**config.mk**
```make
export PLATFORM = sky130hd
export DESIGN_NAME = fetch_ctrl_flat
export DESIGN_NICKNAME = d
export VERILOG_FILES = /design/src/rtl/fetch_ctrl_if.sv /design/src/rtl/fetch_ctrl.sv /design/src/flat_wrapper.sv
export SDC_FILE = /design/constraint.sdc
export NUM_CORES = 1
export LEC_CHECK = 0
export BUFFER_PORTS_ARGS = -buffer_cell sky130_fd_sc_hd__buf_2
export CELL_PAD_IN_SITES_DETAIL_PLACEMENT = 0
export CELL_PAD_IN_SITES_GLOBAL_PLACEMENT = 1
export CORE_MARGIN = 2
export CORE_UTILIZATION = 33
export CTS_CLUSTER_SIZE = 24
export DETAILED_ROUTE_END_ITERATION = 10
export PLACE_DENSITY_LB_ADDON = 0.1
export SYNTH_ARGS = -nofsm -noshare
export SYNTH_HDL_FRONTEND = slang
export SYNTH_SLANG_ARGS = --single-unit
```
**constraint.sdc**
```tcl
create_clock -name clk -period 2.1 [get_ports clk]
set_input_delay 0.105 -clock clk [delete_from_list [all_inputs] [get_ports clk]]
set_output_delay 0.105 -clock clk [all_outputs]
set_load 0.03 [all_outputs]
```
**src/rtl/fetch_ctrl_if.sv**
```systemverilog
// Control bundle between the fetch sequencer and its neighbours: hazard and
// branch fields from ID/EX, the IMEM ready line, and the IF_stage control word.
interface fetch_ctrl_if #(
   parameter int DATA_WIDTH = 32,
   parameter int REG_ADDR_W = 5
);
   logic [DATA_WIDTH-1:0] boot_add;
   logic                  imem_ready;
   logic                  ex_mem_read;
   logic [REG_ADDR_W-1:0] ex_rd;
   logic [REG_ADDR_W-1:0] id_rs1;
   logic [REG_ADDR_W-1:0] id_rs2;
   logic                  ex_branch_taken;
   logic [DATA_WIDTH-1:0] ex_branch_target;
   logic                  stall;
   logic                  flush;
   logic                  pc_sel;
   logic [DATA_WIDTH-1:0] pc_dest;
   logic                  id_ex_bubble;
   logic [31:0]           stall_cnt;

   // Pipeline side: supplies hazard/branch/memory status, consumes control.
   modport master (
      output boot_add, imem_ready, ex_mem_read, ex_rd, id_rs1, id_rs2,
             ex_branch_taken, ex_branch_target,
      input  stall, flush, pc_sel, pc_dest, id_ex_bubble, stall_cnt
   );

   // Sequencer side.
   modport slave (
      input  boot_add, imem_ready, ex_mem_read, ex_rd, id_rs1, id_rs2,
             ex_branch_taken, ex_branch_target,
      output stall, flush, pc_sel, pc_dest, id_ex_bubble, stall_cnt
   );
endinterface

```
**src/rtl/fetch_ctrl.sv**
```systemverilog
// Instruction-fetch sequencer: boot redirect after reset, EX branch redirects,
// load-use bubbles and IMEM wait states merged into one IF control word.
module fetch_ctrl #(
   parameter int DATA_WIDTH   = 32,
   parameter int REG_ADDR_W   = 5,
   parameter int FLUSH_CYCLES = 2,
   parameter int BOOT_WAIT    = 4
) (
   input  logic       clk,
   input  logic       rst_n,
   fetch_ctrl_if.slave bus
);

   typedef enum logic [2:0] {S_WAIT, S_BOOT, S_RUN, S_FLUSH, S_MEMW} state_t;

   localparam int WAIT_W  = (BOOT_WAIT > 1)    ? $clog2(BOOT_WAIT)    : 1;
   localparam int FLUSH_W = (FLUSH_CYCLES > 1) ? $clog2(FLUSH_CYCLES) : 1;
   localparam logic [WAIT_W-1:0]  WAIT_LOAD  = WAIT_W'(BOOT_WAIT - 1);
   localparam logic [FLUSH_W-1:0] FLUSH_LOAD = FLUSH_W'(FLUSH_CYCLES - 1);

   state_t                state_q, state_d;
   logic [WAIT_W-1:0]     wait_cnt_q, wait_cnt_d;
   logic [FLUSH_W-1:0]    flush_cnt_q, flush_cnt_d;
   logic                  pend_q, pend_d;
   logic [DATA_WIDTH-1:0] pend_tgt_q, pend_tgt_d;
   logic [31:0]           stall_cnt_q;

   logic                  load_use;
   logic                  go_flush;
   logic                  stall, flush, pc_sel, id_ex_bubble;
   logic [DATA_WIDTH-1:0] pc_dest;

   assign load_use = bus.ex_mem_read && (bus.ex_rd != '0) &&
                     ((bus.ex_rd == bus.id_rs1) || (bus.ex_rd == bus.id_rs2));

   // State register, sequencing counters, pending redirect and stall counter.
   // NOTE: sequential state uses non-blocking assignments so every flop samples
   // the pre-edge values regardless of statement order.
   always_ff @(posedge clk or negedge rst_n) begin
      if (!rst_n) begin
         state_q     <= S_WAIT;
         wait_cnt_q  <= WAIT_LOAD;
         flush_cnt_q <= '0;
         pend_q      <= 1'b0;
         pend_tgt_q  <= '0;
         stall_cnt_q <= '0;
      end else begin
         state_q     <= state_d;
         wait_cnt_q  <= wait_cnt_d;
         flush_cnt_q <= flush_cnt_d;
         pend_q      <= pend_d;
         pend_tgt_q  <= pend_tgt_d;
         if (stall && (stall_cnt_q != 32'hFFFF_FFFF))
            stall_cnt_q <= stall_cnt_q + 32'd1;
      end
   end

   // Next-state: boot countdown, redirect entry into FLUSH, IMEM wait tracking.
   // NOTE: every combinational output gets a default first so no path through
   // the case statement can infer a latch.
   always_comb begin
      state_d     = state_q;
      wait_cnt_d  = wait_cnt_q;
      flush_cnt_d = flush_cnt_q;
      pend_d      = pend_q;
      pend_tgt_d  = pend_tgt_q;
      go_flush    = 1'b0;
      case (state_q)
         S_WAIT: begin
            if (wait_cnt_q == '0) state_d = S_BOOT;
            else                  wait_cnt_d = wait_cnt_q - WAIT_W'(1);
         end
         S_BOOT: go_flush = 1'b1;
         S_RUN: begin
            if (bus.ex_branch_taken) go_flush = 1'b1;
            else if (!bus.imem_ready) state_d = S_MEMW;
         end
         S_FLUSH: begin
            if (flush_cnt_q <= FLUSH_W'(1)) state_d = S_RUN;
            else                           flush_cnt_d = flush_cnt_q - FLUSH_W'(1);
         end
         S_MEMW: begin
            if (!bus.imem_ready) begin
               // Youngest taken branch seen while waiting owns the redirect.
               if (bus.ex_branch_taken) begin
                  pend_d     = 1'b1;
                  pend_tgt_d = bus.ex_branch_target;
               end
            end else begin
               pend_d = 1'b0;
               if (bus.ex_branch_taken || pend_q) go_flush = 1'b1;
               else                               state_d  = S_RUN;
            end
         end
         default: state_d = S_WAIT;
      endcase
      if (go_flush) begin
         flush_cnt_d = FLUSH_LOAD;
         state_d     = (FLUSH_CYCLES > 1) ? S_FLUSH : S_RUN;
      end
   end

   // Output word: decoded from state plus same-cycle EX/IMEM inputs.
   always_comb begin
      stall        = 1'b0;
      flush        = 1'b0;
      pc_sel       = 1'b0;
      pc_dest      = '0;
      id_ex_bubble = 1'b0;
      case (state_q)
         S_WAIT: stall = 1'b1;
         S_BOOT: begin
            pc_sel  = 1'b1;
            pc_dest = bus.boot_add;
            flush   = 1'b1;
         end
         S_RUN: begin
            if (bus.ex_branch_taken) begin
               pc_sel       = 1'b1;
               pc_dest      = bus.ex_branch_target;
               flush        = 1'b1;
               id_ex_bubble = 1'b1;
            end else if (!bus.imem_ready) begin
               stall = 1'b1;
            end else if (load_use) begin
               stall        = 1'b1;
               id_ex_bubble = 1'b1;
            end
         end
         S_FLUSH: flush = 1'b1;
         S_MEMW: begin
            if (!bus.imem_ready) begin
               stall        = 1'b1;
               id_ex_bubble = bus.ex_branch_taken;
            end else if (bus.ex_branch_taken) begin
               pc_sel       = 1'b1;
               pc_dest      = bus.ex_branch_target;
               flush        = 1'b1;
               id_ex_bubble = 1'b1;
            end else if (pend_q) begin
               pc_sel  = 1'b1;
               pc_dest = pend_tgt_q;
               flush   = 1'b1;
            end
         end
         default: stall = 1'b1;
      endcase
   end

   assign bus.stall        = stall;
   assign bus.flush        = flush;
   assign bus.pc_sel       = pc_sel;
   assign bus.pc_dest      = pc_dest;
   assign bus.id_ex_bubble = id_ex_bubble;
   assign bus.stall_cnt    = stall_cnt_q;

endmodule

```
**src/flat_wrapper.sv**
```systemverilog
// flat-port wrapper written by rule: the top's interface ports become plain ports
module fetch_ctrl_flat 
#(
   parameter int DATA_WIDTH   = 32,
   parameter int REG_ADDR_W   = 5,
   parameter int FLUSH_CYCLES = 2,
   parameter int BOOT_WAIT    = 4
)
  (clk, rst_n, bus_boot_add, bus_imem_ready, bus_ex_mem_read, bus_ex_rd, bus_id_rs1, bus_id_rs2, bus_ex_branch_taken, bus_ex_branch_target, bus_stall, bus_flush, bus_pc_sel, bus_pc_dest, bus_id_ex_bubble, bus_stall_cnt);
  fetch_ctrl_if #(.DATA_WIDTH(DATA_WIDTH), .REG_ADDR_W(REG_ADDR_W)) bus_i ();
  input  logic clk;
  input  logic rst_n;
  input wire logic [$bits(bus_i.boot_add)-1:0] bus_boot_add;
  input wire logic [$bits(bus_i.imem_ready)-1:0] bus_imem_ready;
  input wire logic [$bits(bus_i.ex_mem_read)-1:0] bus_ex_mem_read;
  input wire logic [$bits(bus_i.ex_rd)-1:0] bus_ex_rd;
  input wire logic [$bits(bus_i.id_rs1)-1:0] bus_id_rs1;
  input wire logic [$bits(bus_i.id_rs2)-1:0] bus_id_rs2;
  input wire logic [$bits(bus_i.ex_branch_taken)-1:0] bus_ex_branch_taken;
  input wire logic [$bits(bus_i.ex_branch_target)-1:0] bus_ex_branch_target;
  output wire logic [$bits(bus_i.stall)-1:0] bus_stall;
  output wire logic [$bits(bus_i.flush)-1:0] bus_flush;
  output wire logic [$bits(bus_i.pc_sel)-1:0] bus_pc_sel;
  output wire logic [$bits(bus_i.pc_dest)-1:0] bus_pc_dest;
  output wire logic [$bits(bus_i.id_ex_bubble)-1:0] bus_id_ex_bubble;
  output wire logic [$bits(bus_i.stall_cnt)-1:0] bus_stall_cnt;
  assign bus_i.boot_add = bus_boot_add;
  assign bus_i.imem_ready = bus_imem_ready;
  assign bus_i.ex_mem_read = bus_ex_mem_read;
  assign bus_i.ex_rd = bus_ex_rd;
  assign bus_i.id_rs1 = bus_id_rs1;
  assign bus_i.id_rs2 = bus_id_rs2;
  assign bus_i.ex_branch_taken = bus_ex_branch_taken;
  assign bus_i.ex_branch_target = bus_ex_branch_target;
  assign bus_stall = bus_i.stall;
  assign bus_flush = bus_i.flush;
  assign bus_pc_sel = bus_i.pc_sel;
  assign bus_pc_dest = bus_i.pc_dest;
  assign bus_id_ex_bubble = bus_i.id_ex_bubble;
  assign bus_stall_cnt = bus_i.stall_cnt;
  fetch_ctrl #(.DATA_WIDTH(DATA_WIDTH), .REG_ADDR_W(REG_ADDR_W), .FLUSH_CYCLES(FLUSH_CYCLES), .BOOT_WAIT(BOOT_WAIT)) u_core (.clk(clk), .rst_n(rst_n), .bus(bus_i));
endmodule
```
== Word level (Yosys, flattened, before mapping) ==
Cells that the tools add are included.
Word-level totals
  register bits: 71
  input port bits: 84
  output and inout port bits: 68
  logic and storage cells: 79
Cells by class
  $add $sub $neg: 3
  magnitude comparators: 1
  eq/ne operators: 15
  muxes and demuxes: 36
  bitwise logic cells: 2
  reductions and logical operators: 16
Operators with widths (count)
  $mux 32: 4
  $pmux 32 s3: 1
  $add 32x1->32 const B: 1
  $ne 32x32->1 const B: 1
  $mux 3: 7
  $mux 1: 18
  $pmux 3 s5: 1
  $ne 3x2->1 const B: 4
  $pmux 1 s3: 4
  $eq 5x5->1: 2
  $reduce_and 7->1: 1
  $eq 3x2->1 const B: 2
  $ne 3x1->1 const B: 2
  $reduce_and 2->1: 3
  $reduce_bool 5->1: 1
  $ne 2x1->1 const B: 2
  $reduce_bool 2->1: 2
  $eq 3x1->1 const B: 1
  $eq 3x3->1 const B: 1
  $logic_and 1x1->1: 3
  $logic_not 3->1: 1
  $reduce_and 3->1: 1
  $logic_not 2->1: 1
  $logic_or 1x1->1: 2
  other kinds (6): 7

== Depth between registers and ports, before layout ==
Gate-level depths: netlist of the first run.
  depth in word-level cells: 8
  depth in mapped cells: 9

== Least setup slack after synthesis of the first run ==
OpenSTA, ideal clock, no wires.
  kind: flip-flop to flip-flop
  start point: register u_core.stall_cnt_q[2], in the netlist u_core.bus.stall_cnt[2]
  end point: register u_core.stall_cnt_q[29], in the netlist u_core.bus.stall_cnt[29]
  library setup time: 0.080 ns
  arrival time: 2.445 ns
  required time: 2.020 ns
  path slack: -0.425 ns
  cell stages (with the launch flop): 9
  clock period less this slack: 2.525 ns
  path through: dfrtp_1 nand4_1 or2_1 buf_6 or4_4 buf_6 or4_4 nor2_2 xor2_1
On the way
  longest elaborated chain between the ends: 2
  elaborated cells on any way between the ends: 3
RTL lines
  start: declaration: line fetch_ctrl.sv:26  | logic [31:0] stall_cnt_q;
  start signal: assignment: line fetch_ctrl.sv:54  | stall_cnt_q <= stall_cnt_q + 32'd1;
  parallel branches: the longest is 2 deep, another holds $add 32x1->32
Several ways; the timed one is not identified.
A chain may end at the register's enable or synchronous reset.

== Final worst setup path of the first run ==
  start point: register u_core.stall_cnt_q[3], in the netlist u_core.bus.stall_cnt[3]
  end point: register u_core.stall_cnt_q[1], in the netlist u_core.bus.stall_cnt[1]
On the way
  longest elaborated chain between the ends: 2
RTL lines
  $ne 32x32->1: line fetch_ctrl.sv:53  | if (stall && (stall_cnt_q != 32'hFFFF_FFFF))
  $logic_and 1x1->1: line fetch_ctrl.sv:53
Every way passes these cells.

==> summary.md, run 1 <==
| Metric | Value |
|---|---|
| Hpwl dp | `between 7000 and 8000 um` |
| Start of the worst register-to-register path | `u_core.bus.stall_cnt[3]` |
| Hold WC Path Type | `in2reg` |
| Cell leakage power | `about 2.8 nW` |
| Number of buffers and inverters on the critical path | `4` |
| Worst hold path stage count | `2` |
| Antenna violation net count after detailed routing | `0` |
| Endpoint, Worst Hold | `u_core.pend_tgt_q[4]` |
| Syn nets | `473` |
| Slowest library cell on the worst path | `sky130_fd_sc_hd__dfrtp_2` |
| Final core utilization | `0.476` |
| Minimum setup slack after placement | `-0.0386 ns` |
| Maximum number of pins on one net before global-route repair | `71` |
| Total of max-cap violations | `0` |
| Cell area after layout | `~5500 um2` |
| Unrepaired setup endpoints after global routing | `yes` |
| Final hold violation count | `0` |
| Most common library cell in the layout ignoring fill and taps | `sky130_fd_sc_hd__buf_2` |
| Final routed wire length divided by cell count | `14.0 um` |
| Top cell by count, worst path | `sky130_fd_sc_hd__buf_4` |
| Row cnt | `39` |
| Fraction of layout instances using a drive strength above 1 | `0.452` |
| Placer's final routability congestion estimate | `~0.76` |
| Register clock-pin slew on the reported worst setup and hold paths | `0.06 ns` |
| Chip height | `113 um` |
| Minimum setup slack among reg-to-reg paths | `0.03 ns` |
| Remaining max-slew budget at the tightest pin | `0.675` |
| I/O pin count | `~150` |
| Post-Route WL | `~10000 um` |
| Final-report setup violation count | `0` |
| Commonest non-fill, non-tap cells in the layout | `127 x sky130_fd_sc_hd__buf_2, 58 x sky130_fd_sc_hd__dfrtp_1, 54 x sky130_fd_sc_hd__nand2_1` |
| Initial antenna violation count | `0` |
| Reg2reg end | `u_core.bus.stall_cnt[1]` |
| Drt pass-1 iters | `4` |
| Cell count after synthesis | `roughly 390` |
| Worst slew pin tran | `~0.48 ns` |
| Startpoint Class | `register` |
| Final-stage net count | `645` |
| Syn-to-layout area delta | `40.4%` |
| Post-layout worst setup margin | `around 0.035 ns` |
| Outcome | `finished clean` |
| Number of levels the H-tree was split into | `3` |
| First-pass GRT wire length | `16000 um` |
| Die Wd | `approximately 110 um` |
| Number of global-route vias before repair | `about 3300` |
| Mean post-synth cell area | `around 10 um2` |
| Root buffer cell | `sky130_fd_sc_hd__clkbuf_16` |
| Starting Density | `0.339` |
| Register area share after synthesis | `0.452` |
| Flip-flop and latch count after synthesis | `70` |
| Distinct cell type count of the synthesized netlist | `38` |
| DRC violation count after routing | `0` |
| TritonCTS buffer count | `9` |
| CTS tree | `built` |
| Required time of the worst setup path | `between 2 and 2.5 ns` |
| Cells along the critical path | `nand4_1 -> buf_4 -> buf_4 -> nor4_2 -> buf_4 -> nand4_1 -> nand3b_1 -> buf_12 -> mux2_2` |
| Length in cells of the worst reg-to-reg path | `9` |
| Worst Clk Skew | `0.00952 ns` |
| Slowest cell delay on critical path | `0.36 ns` |
| Clock latency reported for the late side of the worst-skew pair | `between 0.3 and 0.4 ns` |
| Sum of overflow across all layers after global routing | `0` |
| Count of fill cells added during filler insertion | `between 1000 and 1500` |
| F_max | `~480 MHz` |
| Number of vias in the routed layout | `~3400` |
| Power Dens Cells | `around 1000 nW/um2` |
| Maximum buffer depth of the clock tree | `2` |
| Category of the most critical setup path | `reg2reg` |
| Die area | `between 10000 and 15000 um2` |
| Hold Path Origin | `bus_ex_branch_target[4]` |
| Arrival time reported for the critical path endpoint | `between 2 and 2.5 ns` |
| Endpoint kind of the worst setup timing path | `register` |
| Crit-path leading delay family | `buffers and inverters` |
| Number of non-filler instances in the completed layout | `707` |
| Number of DRC markers after the initial detailed-route iteration | `64` |
| Placeable core region | `between 10000 and 15000 um2` |
| Count of antenna diodes in the layout | `0` |
| Summed instance area of the synthesized netlist | `3880 um2` |
| Number of buffer cells added on primary ports | `151` |
| Total routing usage reported by global routing | `0.156` |
| Final period demand of the worst path | `roughly 2.1 ns` |
| Maximum net fanout on the critical path | `27` |
| Final slew viol count | `0` |
| Placement-stage cell area | `approximately 5000 um2` |
| Worst VDD drop | `between 0.4 and 0.5 mV` |
| Number of warnings printed during yosys synthesis | `0` |
| Clock sink total | `70` |
| Design Power | `about 5.7 mW` |
| Cell total after placement | `~700` |
| Share of the clock period used by the worst path | `0.983` |
| Via density per instance | `4.79` |
-- cell usage after synthesis --
cell type	number	area share
sky130_fd_sc_hd__a21oi_1	5	0.0064
sky130_fd_sc_hd__a221oi_1	1	0.0023
sky130_fd_sc_hd__a22oi_1	1	0.0019
sky130_fd_sc_hd__a41oi_1	1	0.0023
sky130_fd_sc_hd__and2_1	5	0.0081
sky130_fd_sc_hd__and3_1	1	0.0016
sky130_fd_sc_hd__and4_1	3	0.0068
sky130_fd_sc_hd__buf_1	3	0.0029
sky130_fd_sc_hd__buf_2	1	0.0013
sky130_fd_sc_hd__buf_6	2	0.0058
sky130_fd_sc_hd__clkbuf_1	14	0.014
sky130_fd_sc_hd__dfrtp_1	68	0.44
sky130_fd_sc_hd__dfstp_2	2	0.014
sky130_fd_sc_hd__ha_1	2	0.0064
sky130_fd_sc_hd__inv_1	9	0.0087
sky130_fd_sc_hd__mux2_2	33	0.096
sky130_fd_sc_hd__mux2i_1	33	0.085
sky130_fd_sc_hd__nand2_1	54	0.052
sky130_fd_sc_hd__nand2b_1	1	0.0016
sky130_fd_sc_hd__nand3_1	9	0.012
sky130_fd_sc_hd__nand3b_1	2	0.0039
sky130_fd_sc_hd__nand4_1	7	0.011
sky130_fd_sc_hd__nand4bb_1	1	0.0029
sky130_fd_sc_hd__nor2_1	11	0.011
sky130_fd_sc_hd__nor2_2	1	0.0016
sky130_fd_sc_hd__nor2b_1	3	0.0048
sky130_fd_sc_hd__nor3_1	15	0.019
sky130_fd_sc_hd__nor4_1	12	0.019
sky130_fd_sc_hd__o211a_1	1	0.0026
sky130_fd_sc_hd__o211ai_1	1	0.0019
sky130_fd_sc_hd__o21ai_0	35	0.045
sky130_fd_sc_hd__o31ai_1	2	0.0039
sky130_fd_sc_hd__or2_1	1	0.0016
sky130_fd_sc_hd__or3_1	2	0.0032
sky130_fd_sc_hd__or4_1	1	0.0019
sky130_fd_sc_hd__or4_4	2	0.0058
sky130_fd_sc_hd__xnor2_1	10	0.023
sky130_fd_sc_hd__xor2_1	32	0.072
-- area by class of cell --
| class | instances | area [um2] | share of cell area |
|---|---|---|---|
| Multi-Input combinational cell | 288 | 2070 | 0.379 |
| Sequential cell | 70 | 1770 | 0.324 |
| Timing Repair Buffer | 181 | 1080 | 0.199 |
| Clock buffer | 11 | 243 | 0.0445 |
| Tap cell | 143 | 179 | 0.0328 |
| Clock inverter | 5 | 82.6 | 0.0151 |
| Inverter | 9 | 33.8 | 0.00619 |
-- cells by family after synthesis --
group           count (synthesis)  share of synthesized area
flops                          70                      0.452
fa+ha+maj                       2                    0.00644
xor+xnor                       42                     0.0947
mux                            66                      0.181
simple gates                  131                      0.168
buf+inv                        29                     0.0322
compound gates                 47                     0.0663
-- power by group --
part | leakage (nW) | switching (mW) | internal (mW) | total [mW]
registers | 0.914 | 0.197 | 1.67 | 1.87
logic | 1.71 | 1.26 | 0.883 | 2.14
clock network | 0.160 | 0.571 | 1.07 | 1.65
-- per-layer routing --
layer | part of all wire | up-vias | global-route usage
li1 | - | 1702 | -
met1 | 0.44 | 1595 | 0.195
met2 | 0.49 | 86 | 0.271
met3 | 0.057 | 7 | 0.0383
met4 | 0.0094 | 0 | 0.0415
met5 | 0 | - | 0
-- metrics by stage --
step	TNS, ns	hold slack (ns)
global route	-0.422	0.0235
CTS	0	0.0135
floorplan	-0.497	-0.191
finish	0	0.0255
detailed placement	-0.0386	0.170
global placement	0	0.167
-- worst register-to-register path, stage by stage, from the launching register on --
cell,delay (ns)
sky130_fd_sc_hd__dfrtp_2,0.36
sky130_fd_sc_hd__nand4_1,0.14
sky130_fd_sc_hd__buf_4,0.16
sky130_fd_sc_hd__buf_4,0.13
sky130_fd_sc_hd__nor4_2,0.21
sky130_fd_sc_hd__buf_4,0.16
sky130_fd_sc_hd__nand4_1,0.09
sky130_fd_sc_hd__nand3b_1,0.16
sky130_fd_sc_hd__buf_12,0.20
sky130_fd_sc_hd__mux2_2,0.35
-- worst max-delay path by stage --
stage | start | to | slack [ns] | depth (start not counted)
finish | u_core.bus.stall_cnt[3] | u_core.bus.stall_cnt[1] | 0.03 | 9
global route | u_core.bus.stall_cnt[3] | u_core.bus.stall_cnt[1] | -0.11 | 9
CTS | u_core.bus.stall_cnt[2] | u_core.bus.stall_cnt[29] | 0.04 | 6
detailed placement | u_core.bus.stall_cnt[4] | u_core.bus.stall_cnt[29] | -0.04 | 6
global placement | u_core.bus.stall_cnt[4] | u_core.bus.stall_cnt[29] | 0.007 | 6
floorplan | u_core.bus.stall_cnt[2] | u_core.bus.stall_cnt[29] | -0.30 | 8
-- flip-flops by register name, summed over array words and instances, names as in the netlist --
signal                flops
u_core.wait_cnt_q         2
u_core.state_q            3
u_core.bus.stall_cnt     32
u_core.pend_q             1
u_core.pend_tgt_q        32
-- what timing repair did --
item	in CTS	in global routing
resized for setup	0	50
hold endpoints to repair	68	0
gates cloned	0	0
hold buffers	1	0
endpoints found under the setup margin	3	40
setup buffers	2	3
pin swaps	2	5
Note: power is estimated with default switching activity, not from simulation.
==> run 2, diff against run 1 <==
MAX_ROUTING_LAYER = met4   (was not set)
==> run 2 against run 1 <==
Compared with the run above:
- worst hold slack worse by 0.0022 ns
- non-clock buffer count stayed put
- via count hardly changed
- maximum frequency hardly changed
- global-route usage is 0.52 points higher
- clock power hardly changed
- clock skew is 0.00078 ns lower
- first-iteration DRC count is 1.6% higher
- largest power group unchanged
==> summary.md, run 2 (synthesis results as in run 1) <==
| Metric | Value |
|---|---|
| Outcome | `finished clean (unchanged)` |
| Initial antenna violation count | `0 (unchanged)` |
| Number of DRC markers after the initial detailed-route iteration | `65 (was 64)` |
| Clock latency reported for the late side of the worst-skew pair | `0.33 ns (about the same)` |
| Final period demand of the worst path | `2.06 ns (was 2.07 ns)` |
| Worst Clk Skew | `0.00873 ns (was 0.00952 ns)` |
| Syn-to-layout area delta | `40.3% (was 40.4%)` |
| Top cell by count, worst path | `sky130_fd_sc_hd__buf_4 (unchanged)` |
| Worst VDD drop | `0.466 mV (was 0.467 mV)` |
| Slowest cell delay on critical path | `0.36 ns (about the same)` |
| CTS tree | `built (unchanged)` |
| Cells along the critical path | `nand4_1 -> buf_4 -> buf_4 -> nor4_2 -> buf_4 -> nand4_1 -> nand3b_1 -> buf_12 -> mux2_2 (unchanged)` |
| Number of vias in the routed layout | `3389 (was 3390)` |
| Sum of overflow across all layers after global routing | `0 (unchanged)` |
| TritonCTS buffer count | `9 (unchanged)` |
| Endpoint kind of the worst setup timing path | `register (unchanged)` |
| Clock sink total | `70 (unchanged)` |
| Number of levels the H-tree was split into | `3 (unchanged)` |
| Starting Density | `0.339 (unchanged)` |
| Post-Route WL | `9890 um (was 9880 um)` |
| Register clock-pin slew on the reported worst setup and hold paths | `0.06 ns (about the same)` |
| Cell area after layout | `5450 um2 (was 5460 um2)` |
| Row cnt | `39 (unchanged)` |
| Hold WC Path Type | `in2reg (unchanged)` |
| Slowest library cell on the worst path | `sky130_fd_sc_hd__dfrtp_2 (unchanged)` |
| Final hold violation count | `0 (unchanged)` |
| Number of buffer cells added on primary ports | `151 (unchanged)` |
| Cell leakage power | `2.79 nW (about the same)` |
| Number of global-route vias before repair | `3298 (unchanged)` |
| Hpwl dp | `7190 um (unchanged)` |
| Placeable core region | `11500 um2 (unchanged)` |
| Startpoint Class | `register (unchanged)` |
| Root buffer cell | `sky130_fd_sc_hd__clkbuf_16 (unchanged)` |
| Maximum net fanout on the critical path | `27 (unchanged)` |
| Maximum buffer depth of the clock tree | `2 (unchanged)` |
| Final-stage net count | `645 (unchanged)` |
| Commonest non-fill, non-tap cells in the layout | `127 x sky130_fd_sc_hd__buf_2, 58 x sky130_fd_sc_hd__dfrtp_1, 54 x sky130_fd_sc_hd__nand2_1 (unchanged)` |
| Via density per instance | `4.79 (about the same)` |
| Final slew viol count | `0 (unchanged)` |
| Number of buffers and inverters on the critical path | `4 (unchanged)` |
| Category of the most critical setup path | `reg2reg (unchanged)` |
| Design Power | `5.66 mW (about the same)` |
| Maximum number of pins on one net before global-route repair | `71 (unchanged)` |
| Final routed wire length divided by cell count | `14.0 um (about the same)` |
| Die area | `12700 um2 (unchanged)` |
| Placement-stage cell area | `4970 um2 (unchanged)` |
| Remaining max-slew budget at the tightest pin | `0.675 (about the same)` |
| I/O pin count | `152 (unchanged)` |
| DRC violation count after routing | `0 (unchanged)` |
| Unrepaired setup endpoints after global routing | `yes (unchanged)` |
| Share of the clock period used by the worst path | `0.983 (about the same)` |
| Chip height | `113 um (unchanged)` |
| F_max | `484 MHz (about the same)` |
| Total of max-cap violations | `0 (unchanged)` |
| Arrival time reported for the critical path endpoint | `2.28 ns (about the same)` |
| Crit-path leading delay family | `buffers and inverters (unchanged)` |
| Count of antenna diodes in the layout | `0 (unchanged)` |
| Die Wd | `113 um (unchanged)` |
| Total routing usage reported by global routing | `0.161 (was 0.156)` |
| Most common library cell in the layout ignoring fill and taps | `sky130_fd_sc_hd__buf_2 (unchanged)` |
| Final-report setup violation count | `0 (unchanged)` |
| Power Dens Cells | `1040 nW/um2 (about the same)` |
| Fraction of layout instances using a drive strength above 1 | `0.450 (was 0.452)` |
| Required time of the worst setup path | `2.32 ns (about the same)` |
| Worst slew pin tran | `0.483 ns (about the same)` |
| Placer's final routability congestion estimate | `0.769 (was 0.759)` |
| Setup tns final | `0 ns (unchanged)` |
| Drt pass-1 iters | `4 (unchanged)` |
| Antenna violation net count after detailed routing | `0 (unchanged)` |
| First-pass GRT wire length | `16000 um (about the same)` |
-- run 2: cell counts in the layout (fill, tap and decap cells not counted) --
No cell type changed its count.
-- run 2: path summary, 6_finish.rpt --
check	startpoint	end	slack, ns	depth (start not counted)
worst max-delay path	u_core.bus.stall_cnt[3]	u_core.bus.stall_cnt[1]	0.04	9
worst min-delay path	bus_ex_branch_target[15]	u_core.pend_tgt_q[15]	0.02	2
worst max register to register	u_core.bus.stall_cnt[3]	u_core.bus.stall_cnt[1]	0.04	9
worst min register to register	u_core.bus.stall_cnt[17]	u_core.bus.stall_cnt[17]	0.47	1
max in group asynchronous	rst_n	u_core.wait_cnt_q[0]	1.42	3
min in group asynchronous	rst_n	u_core.bus.stall_cnt[0]	0.32	3
-- run 2: routing by layer --
layer | part of all wire | track usage
met1 | 0.44 | 0.196
met2 | 0.49 | 0.271
met3 | 0.057 | 0.0416
met4 | 0.010 | 0.0390
met5 | 0 | -
-- run 2: report_power, final --
group          total [mW]  internal (mW)  switching (mW)
Combinational        2.14          0.883            1.26
Sequential           1.87           1.67           0.197
Clock                1.65           1.07           0.571
Total                5.66           3.63            2.03
-- run 2: timing repair --
action,CTS,global route
hold buffers,1,0
cloned,0,0
pin swaps,2,5
endpoints found under the hold margin,68,0
buffers inserted,2,3
gates resized for setup,0,49
setup endpoints to repair,3,40
-- run 2: per-stage QoR --
step | hold WS (ns) | setup WS, ns | instances | util
after detailed placement | 0.170 | -0.0386 | 685 | 0.433
after global placement | 0.167 | 0.00702 | 685 | 0.433
after global routing | 0.0213 | -0.104 | 707 | 0.475
after CTS | 0.0135 | 0.0350 | 704 | 0.464
after floorplan | -0.191 | -0.298 | 387 | -
final | 0.0233 | 0.0358 | 707 | 0.475
-- run 2: area by class of cell --
cell class                      instances  area (um2)
Fill cell                            1152        6020
Multi-Input combinational cell        288        2060
Sequential cell                        70        1770
Timing Repair Buffer                  181        1080
Clock buffer                           11         243
Tap cell                              143         179
Clock inverter                          5        82.6
Inverter                                9        33.8
==> run 3, diff against run 2 <==
ABC_AREA = 1   (was not set)
CORE_UTILIZATION = 36   (was 33)
PLACE_DENSITY_LB_ADDON = 0.2   (was 0.1)
clock period = 1.9 ns   (was 2.1 ns; I/O delays follow)
==> run 3 against run 2 <==
Compared with the run above:
- the flow now finishes with violations (negative setup slack)
- setup slack lost 0.042 ns
- critical path type is now reg2out
- worst hold slack gained 0.032 ns
- core utilization grew 7.0 points
- largest cell class unchanged
- routed wire length grew 31%
- design area grew 21%
- sequential power grew 13%
==> summary.md, run 3 <==
| Metric | Value |
|---|---|
| Starting Density | `0.370 (was 0.339)` |
| Worst Clk Skew | `0.00871 ns (was 0.00873 ns)` |
| Register clock-pin slew on the reported worst setup and hold paths | `0.06 ns (about the same)` |
| Final period demand of the worst path | `1.91 ns` |
| Distinct cell type count of the synthesized netlist | `35 (was 38)` |
| Top-count cell post-synth | `sky130_fd_sc_hd__nand2_1 (was sky130_fd_sc_hd__dfrtp_1)` |
| Total routing usage reported by global routing | `0.193 (was 0.161)` |
| Chip height | `115 um (was 113 um)` |
| Number of vias in the routed layout | `4632 (was 3389)` |
| CTS tree | `built (unchanged)` |
| Clock sink total | `70 (unchanged)` |
| Number of DRC markers after the initial detailed-route iteration | `253 (was 65)` |
| Endpoint kind of the worst setup timing path | `primary output (was register)` |
| Worst VDD drop | `0.600 mV (was 0.466 mV)` |
| Start of the worst register-to-register path | `u_core.bus.stall_cnt[1] (was u_core.bus.stall_cnt[3])` |
| Final core utilization | `0.545 (was 0.475)` |
| Maximum buffer depth of the clock tree | `2 (unchanged)` |
| Cells along the critical path | `buf_6 -> nor3_4 -> nand2_1 -> o21ai_1 -> nand2_2 -> clkinv_4 -> clkbuf_16 -> a22o_1 -> buf_6 (was nand4_1 -> buf_4 -> buf_4 -> nor4_2 -> buf_4 -> nand4_1 -> nand3b_1 -> buf_12 -> mux2_2)` |
| Worst slew pin tran | `0.588 ns (was 0.483 ns)` |
| Worst hold path stage count | `3 (was 2)` |
| Post-Route WL | `13000 um (was 9890 um)` |
| Cell type with the highest aggregate area in the netlist | `sky130_fd_sc_hd__dfrtp_1 (unchanged)` |
| Hpwl dp | `9040 um (was 7190 um)` |
| Length in cells of the worst reg-to-reg path | `11 (was 9)` |
| Area contributors post-synth | `sky130_fd_sc_hd__dfrtp_1 38%, sky130_fd_sc_hd__nand2_1 15%, sky130_fd_sc_hd__inv_1 7.4%, sky130_fd_sc_hd__a22o_1 6.3%, sky130_fd_sc_hd__o22ai_1 4.6% (was sky130_fd_sc_hd__dfrtp_1 44%, sky130_fd_sc_hd__mux2_2 9.6%, sky130_fd_sc_hd__mux2i_1 8.5%, sky130_fd_sc_hd__xor2_1 7.2%, sky130_fd_sc_hd__nand2_1 5.2%)` |
| Reg2reg end | `u_core.bus.stall_cnt[13] (was u_core.bus.stall_cnt[1])` |
| Root buffer cell | `sky130_fd_sc_hd__clkbuf_16 (unchanged)` |
| Hold WC Path Type | `in2reg (unchanged)` |
| Minimum setup slack among reg-to-reg paths | `0.05 ns (was 0.04 ns)` |
| Final-report setup violation count | `7 (was 0)` |
| Category of the most critical setup path | `reg2out (was reg2reg)` |
| Post-layout worst setup margin | `-0.00577 ns (was 0.0358 ns)` |
| Mean post-synth cell area | `7.34 um2 (was 10.0 um2)` |
| Count of flip-flops with a built-in enable after synthesis | `0 (unchanged)` |
| I/O pin count | `152 (unchanged)` |
| Number of warnings printed during yosys synthesis | `0 (unchanged)` |
| List of most frequent post-synthesis cells | `179 x sky130_fd_sc_hd__nand2_1, 88 x sky130_fd_sc_hd__inv_1, 68 x sky130_fd_sc_hd__dfrtp_1 (was 68 x sky130_fd_sc_hd__dfrtp_1, 54 x sky130_fd_sc_hd__nand2_1, 35 x sky130_fd_sc_hd__o21ai_0)` |
| Most common library cell in the layout ignoring fill and taps | `sky130_fd_sc_hd__nand2_1 (was sky130_fd_sc_hd__buf_2)` |
| Required time of the worst setup path | `1.80 ns (was 2.32 ns)` |
| Top cell by count, worst path | `sky130_fd_sc_hd__buf_6 (was sky130_fd_sc_hd__buf_4)` |
| Unrepaired setup endpoints after global routing | `yes (unchanged)` |
| Violations in the final reports | `negative setup slack` |
| Setup tns final | `-0.0204 ns (was 0 ns)` |
| Fraction of layout instances using a drive strength above 1 | `0.364 (was 0.450)` |
| Share of the clock period used by the worst path | `1.00` |
| Number of levels the H-tree was split into | `3 (unchanged)` |
| Die area | `13300 um2 (was 12700 um2)` |
| Sum of overflow across all layers after global routing | `0 (unchanged)` |
| Placeable core region | `12100 um2 (was 11500 um2)` |
| Antenna violation net count after detailed routing | `0 (unchanged)` |
| Syn-to-layout area delta | `47.2% (was 40.3%)` |
| Crit-path leading delay family | `buffers and inverters (unchanged)` |
| Post-synth ARST share | `1.00 (unchanged)` |
| Final routed wire length divided by cell count | `13.5 um (was 14.0 um)` |
| Final hold violation count | `0 (unchanged)` |
| Syn nets | `694 (was 473)` |
| Logic depth of the worst path, buffers included | `9 (unchanged)` |
| Hold slack final | `0.0558 ns (was 0.0233 ns)` |
| F_max | `roughly 520 MHz` |
| Number of buffer cells added on primary ports | `151 (unchanged)` |
| Number of buffers and inverters on the critical path | `4 (unchanged)` |
| Register area share after synthesis | `0.393 (was 0.452)` |
| Cell count after synthesis | `608 (was 387)` |
| Slowest cell delay on critical path | `0.40 ns (was 0.36 ns)` |
| Commonest non-fill, non-tap cells in the layout | `165 x sky130_fd_sc_hd__nand2_1, 117 x sky130_fd_sc_hd__buf_2, 76 x sky130_fd_sc_hd__inv_1 (was 127 x sky130_fd_sc_hd__buf_2, 58 x sky130_fd_sc_hd__dfrtp_1, 54 x sky130_fd_sc_hd__nand2_1)` |
| Placer's final routability congestion estimate | `0.829 (was 0.769)` |
| Outcome | `finished, violations left (was finished clean)` |
| Cell leakage power | `3.40 nW (was 2.79 nW)` |
| Row cnt | `40 (was 39)` |
| Final-stage net count | `878 (was 645)` |
| Remaining max-slew budget at the tightest pin | `0.608 (was 0.675)` |
| Launching instance or port of the critical path | `u_core.state_q[0] (was u_core.bus.stall_cnt[3])` |
| Destination of the critical timing path | `bus_pc_dest[23] (was u_core.bus.stall_cnt[1])` |
| Slowest library cell on the worst path | `sky130_fd_sc_hd__dfrtp_1 (was sky130_fd_sc_hd__dfrtp_2)` |
| Final slew viol count | `0 (unchanged)` |
| Power Dens Cells | `1240 nW/um2 (was 1040 nW/um2)` |
| Die Wd | `115 um (was 113 um)` |
| Count of antenna diodes in the layout | `0 (unchanged)` |
| TritonCTS buffer count | `9 (unchanged)` |
| Number of global-route vias before repair | `4319 (was 3298)` |
| Area fraction of the dominant cell type after synthesis | `0.381 (was 0.438)` |
| Top flip-flop cell by instance count after synthesis | `sky130_fd_sc_hd__dfrtp_1 (unchanged)` |
| Total of max-cap violations | `0 (unchanged)` |
| Flip-flop and latch count after synthesis | `70 (unchanged)` |
| Summed instance area of the synthesized netlist | `4460 um2 (was 3880 um2)` |
| Maximum number of pins on one net before global-route repair | `35 (was 71)` |
| First-pass GRT wire length | `20200 um (was 16000 um)` |
| Clock latency reported for the late side of the worst-skew pair | `0.33 ns (about the same)` |
| DRC violation count after routing | `0 (unchanged)` |
| Via density per instance | `4.80 (was 4.79)` |
| Maximum net fanout on the critical path | `8 (was 27)` |
| Startpoint Class | `register (unchanged)` |
| Initial antenna violation count | `0 (unchanged)` |
| Arrival time reported for the critical path endpoint | `1.81 ns (was 2.28 ns)` |
| Drt pass-1 iters | `4 (unchanged)` |
## run 3: final cells by class
cell class	count	area, um2
fillers	1143	5490
multi-input cells	419	2400
flip-flops and latches	70	1760
repair buffers	201	1540
inverters	91	347
clock buffers	10	239
well taps	168	210
clock inverters	6	70.1
## run 3: metrics by stage
| stage | worst slack (ns) | instance area, um2 | instances | total power, mW |
|---|---|---|---|---|
| 2_1_floorplan | 0.0256 | 4470 | 608 | 4.47 |
| 5_1_grt | -0.0875 | 6570 | 965 | 8.63 |
| 3_3_place_gp | 0.114 | 5550 | 924 | 5.40 |
| 6_report | -0.00577 | 6570 | 965 | 8.12 |
| 3_5_place_dp | 0.0538 | 5550 | 924 | 5.45 |
| 4_1_cts | -0.0296 | 6230 | 951 | 7.90 |
## run 3: what timing repair did
action | 4_1_cts | 5_1_grt
hold endpoints to repair | 20 | 0
buffers inserted | 8 | 10
gates resized for setup | 78 | 56
cloned | 2 | 4
pin swaps | 3 | 23
setup endpoints to repair | 33 | 66
hold buffers | 1 | 0
## run 3: logic make-up (layout without fill, tap and decap cells)
kind of cell | after synthesis | in the layout | synth area share
flops | 70 | 70 | 0.393
compound gates | 106 | 106 | 0.157
xor+xnor | 21 | 21 | 0.0412
mux | 1 | 1 | 0.00224
fa+ha+maj | 2 | 2 | 0.00561
buf+inv | 119 | 308 | 0.109
simple gates | 289 | 289 | 0.292
## run 3: power breakdown
| group | total, mW | internal [mW] | switching [mW] |
|---|---|---|---|
| Clock | 1.72 | 1.06 | 0.662 |
| Sequential | 2.11 | 1.92 | 0.192 |
| Combinational | 4.29 | 1.87 | 2.42 |
| Total | 8.12 | 4.84 | 3.28 |
## run 3: how the worst min path moves through the flow
stage,start,end
4_1_cts,bus_ex_branch_target[30],u_core.pend_tgt_q[30]
2_1_floorplan,rst_n,u_core.bus.stall_cnt[0]
6_report,bus_ex_branch_target[23],u_core.pend_tgt_q[23]
3_3_place_gp,rst_n,u_core.pend_tgt_q[20]
5_1_grt,bus_ex_branch_target[14],u_core.pend_tgt_q[14]
3_5_place_dp,rst_n,u_core.pend_tgt_q[16]
## run 3: routing by layer
layer  vias up  global-route usage  part of all wire  routed length, um
li1       2351                   -                 -                  -
met1      2127               0.258              0.47               6050
met2       140               0.309              0.47               6150
met3        14              0.0248             0.049                638
met4         0              0.0522             0.013                170
met5         -                   -                 0                  0
## run 3: worst min-delay path: cells and delay by family
kind	cells	cell delay, ns
simple gates	1	0.07
buf+inv	1	0.10
compound gates	1	0.08
